### src/rtl/chicken_pkg.sv
// Shared types and constants for the turn scheduler.
// Holds the FSM state encoding, the player index type and the
// num_players encoding, plus a helper that maps an encoding to the
// index of the last player in the rotation.
package chicken_pkg;

  typedef enum logic [1:0] {
    IDLE = 2'd0,
    PLAY = 2'd1,
    OVER = 2'd2
  } state_t;

  typedef logic [1:0] player_t;

  // num_players encodings
  localparam logic [1:0] NP_2  = 2'b00;
  localparam logic [1:0] NP_3  = 2'b01;
  localparam logic [1:0] NP_4  = 2'b10;
  localparam logic [1:0] NP_4B = 2'b11;

  // Index of the last player before the rotation wraps to 0.
  function automatic player_t last_index(input logic [1:0] np);
    player_t idx;
    case (np)
      NP_2:    idx = 2'd1;
      NP_3:    idx = 2'd2;
      default: idx = 2'd3;
    endcase
    return idx;
  endfunction

endpackage

### src/rtl/turn_timer.sv
// Per-turn cycle counter. Counts while run is high, restarts from 0 on
// clear, and flags expired in the cycle where LIMIT-1 cycles have
// elapsed since the last clear. Only built when TURN_SCHEDULER_TIMEOUT_EN
// is defined.
module turn_timer #(
  parameter logic [31:0] LIMIT = 32'd250_000_000
) (
  input  logic clk,
  input  logic rst,
  input  logic clear,
  input  logic run,
  output logic expired
);

  logic [31:0] cnt_q;

  // Cycle counter; holds at the limit until the owner clears it.
  always_ff @(posedge clk or posedge rst) begin
    if (rst) begin
      cnt_q <= 32'd0;
    end else if (clear) begin
      cnt_q <= 32'd0;
    end else if (run && !expired) begin
      cnt_q <= cnt_q + 32'd1;
    end
  end

  assign expired = run && (cnt_q == LIMIT - 32'd1);

endmodule

### src/rtl/turn_scheduler.sv
// Turn scheduler for a 2..4 player board game.
// FSM IDLE -> PLAY -> OVER; start (from IDLE or OVER) begins a game with
// the player count latched at that moment. All outputs are registered.
// Compile-time option: TURN_SCHEDULER_TIMEOUT_EN adds a per-turn timer
// that forces a handover after TIMEOUT_CYCLES idle cycles.
// Handshake: start, turn_done and game_won are single-cycle pulses with no
// back-pressure; each is acted on in the cycle it is high, and the
// resulting outputs appear after the next rising edge.
module turn_scheduler
  import chicken_pkg::*;
#(
  parameter logic [31:0] TIMEOUT_CYCLES = 32'd250_000_000,
  parameter int          CNT_W          = 8
) (
  input  logic             clk,
  input  logic             rst,
  input  logic [1:0]       num_players,
  input  logic             start,
  input  logic             turn_done,
  input  logic             keep_turn,
  input  logic             game_won,
  output logic [1:0]       cur_player,
  output logic             turn_active,
  output logic             new_turn,
  output logic [CNT_W-1:0] turn_count,
  output logic             game_over,
  output logic [1:0]       winner,
  output logic             timeout,
  output state_t           state_dbg
);

  state_t           state_q, state_d;
  player_t          last_q, last_d;
  player_t          cur_q, cur_d;
  player_t          winner_q, winner_d;
  logic [CNT_W-1:0] count_q, count_d;
  logic             new_turn_d;
  logic             timeout_d;
  logic             expired;

  // State register
  always_ff @(posedge clk or posedge rst) begin
    if (rst) begin
      state_q <= IDLE;
    end else begin
      state_q <= state_d;
    end
  end

  // Next-state logic: start enters PLAY from IDLE/OVER, game_won ends play
  always_comb begin
    state_d = state_q;
    case (state_q)
      IDLE, OVER: if (start)    state_d = PLAY;
      PLAY:       if (game_won) state_d = OVER;
      default:                  state_d = IDLE;
    endcase
  end

  // Next output values: game_won beats turn_done, which beats a timeout
  always_comb begin
    last_d     = last_q;
    cur_d      = cur_q;
    winner_d   = winner_q;
    count_d    = count_q;
    new_turn_d = 1'b0;
    timeout_d  = 1'b0;
    case (state_q)
      IDLE, OVER: begin
        if (start) begin
          last_d     = last_index(num_players);
          cur_d      = 2'd0;
          count_d    = '0;
          winner_d   = 2'd0;
          new_turn_d = 1'b1;
        end
      end
      PLAY: begin
        if (game_won) begin
          winner_d = cur_q;
        end else if ((turn_done && !keep_turn) || (!turn_done && expired)) begin
          cur_d      = (cur_q == last_q) ? 2'd0 : cur_q + 2'd1;
          count_d    = (&count_q) ? count_q : count_q + 1'b1;
          new_turn_d = 1'b1;
          timeout_d  = !turn_done;
        end
      end
      default: ;
    endcase
  end

  // Output and bookkeeping registers
  always_ff @(posedge clk or posedge rst) begin
    if (rst) begin
      last_q      <= 2'd1;
      cur_q       <= 2'd0;
      winner_q    <= 2'd0;
      count_q     <= '0;
      new_turn    <= 1'b0;
      timeout     <= 1'b0;
      turn_active <= 1'b0;
      game_over   <= 1'b0;
    end else begin
      last_q      <= last_d;
      cur_q       <= cur_d;
      winner_q    <= winner_d;
      count_q     <= count_d;
      new_turn    <= new_turn_d;
      timeout     <= timeout_d;
      turn_active <= (state_d == PLAY);
      game_over   <= (state_d == OVER);
    end
  end

  assign cur_player = cur_q;
  assign winner     = winner_q;
  assign turn_count = count_q;
  assign state_dbg  = state_q;

`ifdef TURN_SCHEDULER_TIMEOUT_EN
  logic timer_clear;
  logic timer_run;

  // Restart the turn clock on every handover and on a kept turn.
  assign timer_clear = new_turn_d ||
                       ((state_q == PLAY) && !game_won && turn_done && keep_turn);
  assign timer_run   = (state_q == PLAY);

  turn_timer #(
    .LIMIT (TIMEOUT_CYCLES)
  ) u_turn_timer (
    .clk     (clk),
    .rst     (rst),
    .clear   (timer_clear),
    .run     (timer_run),
    .expired (expired)
  );
`else
  assign expired = 1'b0;
`endif

endmodule

### config.mk
export PLATFORM = sky130hd
export DESIGN_NAME = turn_scheduler
export DESIGN_NICKNAME = d
export VERILOG_FILES = /design/src/rtl/chicken_pkg.sv /design/src/rtl/turn_timer.sv /design/src/rtl/turn_scheduler.sv
export SDC_FILE = /design/constraint.sdc
export NUM_CORES = 1
export LEC_CHECK = 0
export BUFFER_PORTS_ARGS = -buffer_cell sky130_fd_sc_hd__buf_2
export CAP_MARGIN = 25
export CORE_ASPECT_RATIO = 1.1
export CORE_MARGIN = 10
export CORE_UTILIZATION = 50
export DETAILED_ROUTE_END_ITERATION = 12
export MAX_ROUTING_LAYER = met4
export PLACE_DENSITY = 0.77
export RECOVER_POWER = 50
export SYNTH_ARGS = -nofsm -noshare
export SYNTH_HDL_FRONTEND = slang
export SYNTH_SLANG_ARGS = --single-unit
### constraint.sdc
create_clock -name clk -period 2 [get_ports clk]
set_clock_uncertainty 0.1 [all_clocks]
set_input_delay 0.2 -clock clk [delete_from_list [all_inputs] [get_ports clk]]
set_output_delay 0.2 -clock clk [all_outputs]
set_load 0.05 [all_outputs]
==> results.py <==
metrics = {
    "global_route": {
        "grt_max_degree": 21,
        "antenna_found_initial": 0,
        "grt_overflow": 0,
        "grt_pass1_wl_um": 3588,
        "first_global_vias": 797,
        "grt.total_usage_pct": 11.92,
    },
    "timing": {
        "fin_crit_ns": 1.836,
        "drv_slew": 0,
        "worst_slew_pin_slew_ns": 0.7341,
        "setup_tns_ns": 0,
        "whs_ns": 0.01922,
        "setup_violations": 0,
        "worst_slack_ns": 0.1643,
        "finalHoldViolations": 0,
        "max_freq_mhz": 544.7,
        "slew_headroom_pct": 51.01,
        "rsz0062_at_grt": "false",
        "post-route-period-util_pct": 91.79,
    },
    "clock_tree": {
        "htree_levels": 1,
        "cts_buffers": 3,
        "clockBufferDepth": 2,
        "cts_setup_buffers": 0,
        "cts_root_buf": "clkbuf_4",
        "tritoncts": "built",
        "clkTransAtPathRegs_ns": 0.10,
        "cts_resized": 0,
        "clkSinkCount": 20,
        "clock_latency_ns": 0.30,
    },
    "logic_synthesis": {
        "synth-edff-count": 0,
        "postSynth.asyncResetShare_pct": 100.0,
        "syn_area_um2": 943.4,
        "synth_ff_type": "dfrtp_1",
        "synth_common_cells": "dfrtp_1 (19), o21ai_0 (10), inv_1 (7), nand2_1 (7)",
        "synthCells": 91,
        "synth_top_area_cell": "dfrtp_1",
        "synth_top_area_share_pct": 50.40,
        "ys_seq_area_share_pct": 53.18,
        "ys_ff_latch": 20,
        "yosysMostFrequentCell": "dfrtp_1",
        "synth.distinct_cells": 39,
        "syn_nets": 100,
        "yosys_warnings": 0,
        "synth_area_per_cell_um2": 10.37,
        "synthTopCellsByArea": "dfrtp_1 (50%), o21ai_0 (5.3%), dfstp_2 (2.8%), inv_1 (2.8%), nand2_1 (2.8%)",
    },
    "power": {
        "p_switching_mw": 0.5465,
        "swShare_pct": 43.46,
        "internal-power_mw": 0.7109,
        "ir_drop_mv": 0.9201,
        "pwr-share-comb_pct": 38.9,
        "p_leak_nw": 0.5373,
        "seqPwrFrac_pct": 42.7,
        "p_total_mw": 1.257,
        "power.density_nw_per_um2": 1101,
        "power.share.clock_pct": 18.4,
    },
    "routing": {
        "drc": 0,
        "vias": 813,
        "wl_per_cell_um": 15.48,
        "drt-initial-drc-count": 22,
        "vias_per_cell": 5.807,
        "finalWirelength_um": 2167,
        "drt_pass1_iterations": 4,
        "ant_nets": 0,
    },
    "final_layout": {
        "diodes": 0,
        "layout.nets": 132,
        "areaGrowthSynthToFinish_pct": 21.09,
        "nFillCells": 151,
        "drive_above_1_share_pct": 25.41,
    },
    "setup_path": {
        "criticalPathCategory": "flip-flop to flip-flop",
        "crit_required_ns": 2.09,
        "slowest_delay_ns": 0.41,
        "cp_top_family": "simple AND/OR/NAND/NOR gates",
        "r2r_slack_ns": 0.16,
        "critPathBufInv": 0,
        "worstPathCellList": "ha_1 -> nand2_1 -> nor2_1 -> a31oi_2 -> mux2_1",
        "crit_path_end_kind": "flip-flop",
        "cp.arrival_ns": 1.93,
        "crit_slowest_cell": "dfrtp_1",
        "worstSetupStartpointType": "flip-flop",
        "path_max_fanout": 5,
    },
    "die": {
        "core_um2": 1782,
        "die_w_um": 61.42,
        "dieArea_um2": 4026,
        "initial_core_util_pct": 52.95,
        "die_h_um": 65.56,
        "rows": 16,
        "ios": 26,
    },
    "placement": {
        "io_buffer_count": 25,
        "post-place-ws_ns": 0.2185,
        "dp_hpwl_um": 1670,
        "gp_congestion": 0.8240,
    },
    "run_status": {
        "outcome": "finished clean",
    },
    "flow_run": {
        "drv_cap": 0,
    },
    "min_path": {
        "hp-class": "primary input to flip-flop",
    },
}
state kept, by name (all words and copies together) (netlist names):
register,flops
last_q,2
state_dbg,2
cur_player,2
turn_active,1
timeout,1
game_over,1
winner,2
turn_count,8
new_turn,1
final cells by class:
type	instances	area, um^2	share of cell area [%]
timing repair buffer	29	156.4	13.69
inverter	8	30.03	2.629
sequential	20	501.7	43.92
multi-input combinational	61	395.4	34.61
clock buffer	4	36.28	3.176
tap	18	22.52	1.972
final timing paths:
kind                               start             to  cells after the start
setup / recovery           turn_count[0]  turn_count[0]                      5
hold / removal                     start      game_over                      2
setup reg to reg           turn_count[0]  turn_count[0]                      5
hold reg to reg                winner[0]      winner[0]                      2
max in group asynchronous            rst  turn_count[0]                      3
min in group asynchronous            rst  cur_player[1]                      3
metrics by stage:
| stage | cells | util (%) | instance area, um^2 |
|---|---|---|---|
| 2_1_floorplan | 91 | - | 943.4 |
| 3_3_place_gp | 133 | 60.74 | 1082 |
| 3_5_place_dp | 133 | 60.74 | 1082 |
| 4_1_cts | 140 | 64.47 | 1149 |
| 5_1_grt | 140 | 64.12 | 1142 |
| 6_report | 140 | 64.12 | 1142 |
layer usage:
layer / vias up / GRT usage, % / wire (um)
met2: 30 / 19.58 / 1110
met5: - / - / 0
li1: 392 / - / -
met1: 387 / 12.79 / 866
met4: 0 / 5.866 / 34
met3: 4 / 3.269 / 155
cell usage in the layout (no fill, tap or decap), drive strengths merged:
cell type	Yosys	layout
dfstp	1	1
o31ai	1	1
o2111ai	1	1
mux2i	2	2
a41oi	1	1
dfrtp	19	19
dlygate4sd3	0	3
nor3	2	2
inv	8	8
nor4	2	2
nand4	1	1
conb	1	1
a21oi	2	2
a21boi	1	1
buf	2	21
nor2	4	4
nand2	7	7
and3	1	1
nor2b	1	1
a211o	1	1
and2b	1	1
or4	1	1
mux2	1	1
a22o	1	1
a311oi	1	1
o22ai	1	1
ha	1	1
clkbuf	0	9
and4	1	1
a211oi	2	2
nand2b	4	4
o21ai	10	10
nand3	3	3
nor3b	1	1
xor2	1	1
a31oi	4	4
power groups by stage:
stage | Sequential [mW] | Combinational, mW | Clock [mW]
2_1_floorplan | 0.757 | 0.161 | 0
3_3_place_gp | 0.541 | 0.484 | 0
6_report | 0.537 | 0.489 | 0.232
3_5_place_dp | 0.545 | 0.490 | 0
5_1_grt | 0.548 | 0.526 | 0.252
4_1_cts | 0.537 | 0.500 | 0.241
repair_timing:
| action | 4_1_cts | 5_1_grt |
|---|---|---|
| setup endpoints to repair | 0 | 0 |
| hold endpoints to repair | 20 | 0 |
| hold buffers | 3 | 0 |
logic make-up (layout without fill, tap and decap cells):
kind of cell / count (synthesis) / count (layout) / share of synthesized area (%)
AOI/OAI and AO/OA: 26 / 26 / 18.57
xor gates and xnor gates: 1 / 1 / 0.9286
adders and majority gates: 1 / 1 / 1.326
buffers and inverters: 10 / 41 / 4.907
DFF: 20 / 20 / 53.18
muxes: 3 / 3 / 3.316
other: 1 / 1 / 0.3975
and+or+nand+nor: 29 / 29 / 17.38
worst register-to-register path, stage by stage, from the launching register on:
cell     delay (ns)
dfrtp_1        0.41
ha_1           0.24
nand2_1        0.12
nor2_1         0.35
a31oi_2        0.19
mux2_1         0.33
Power figures use the tool's default switching activity.
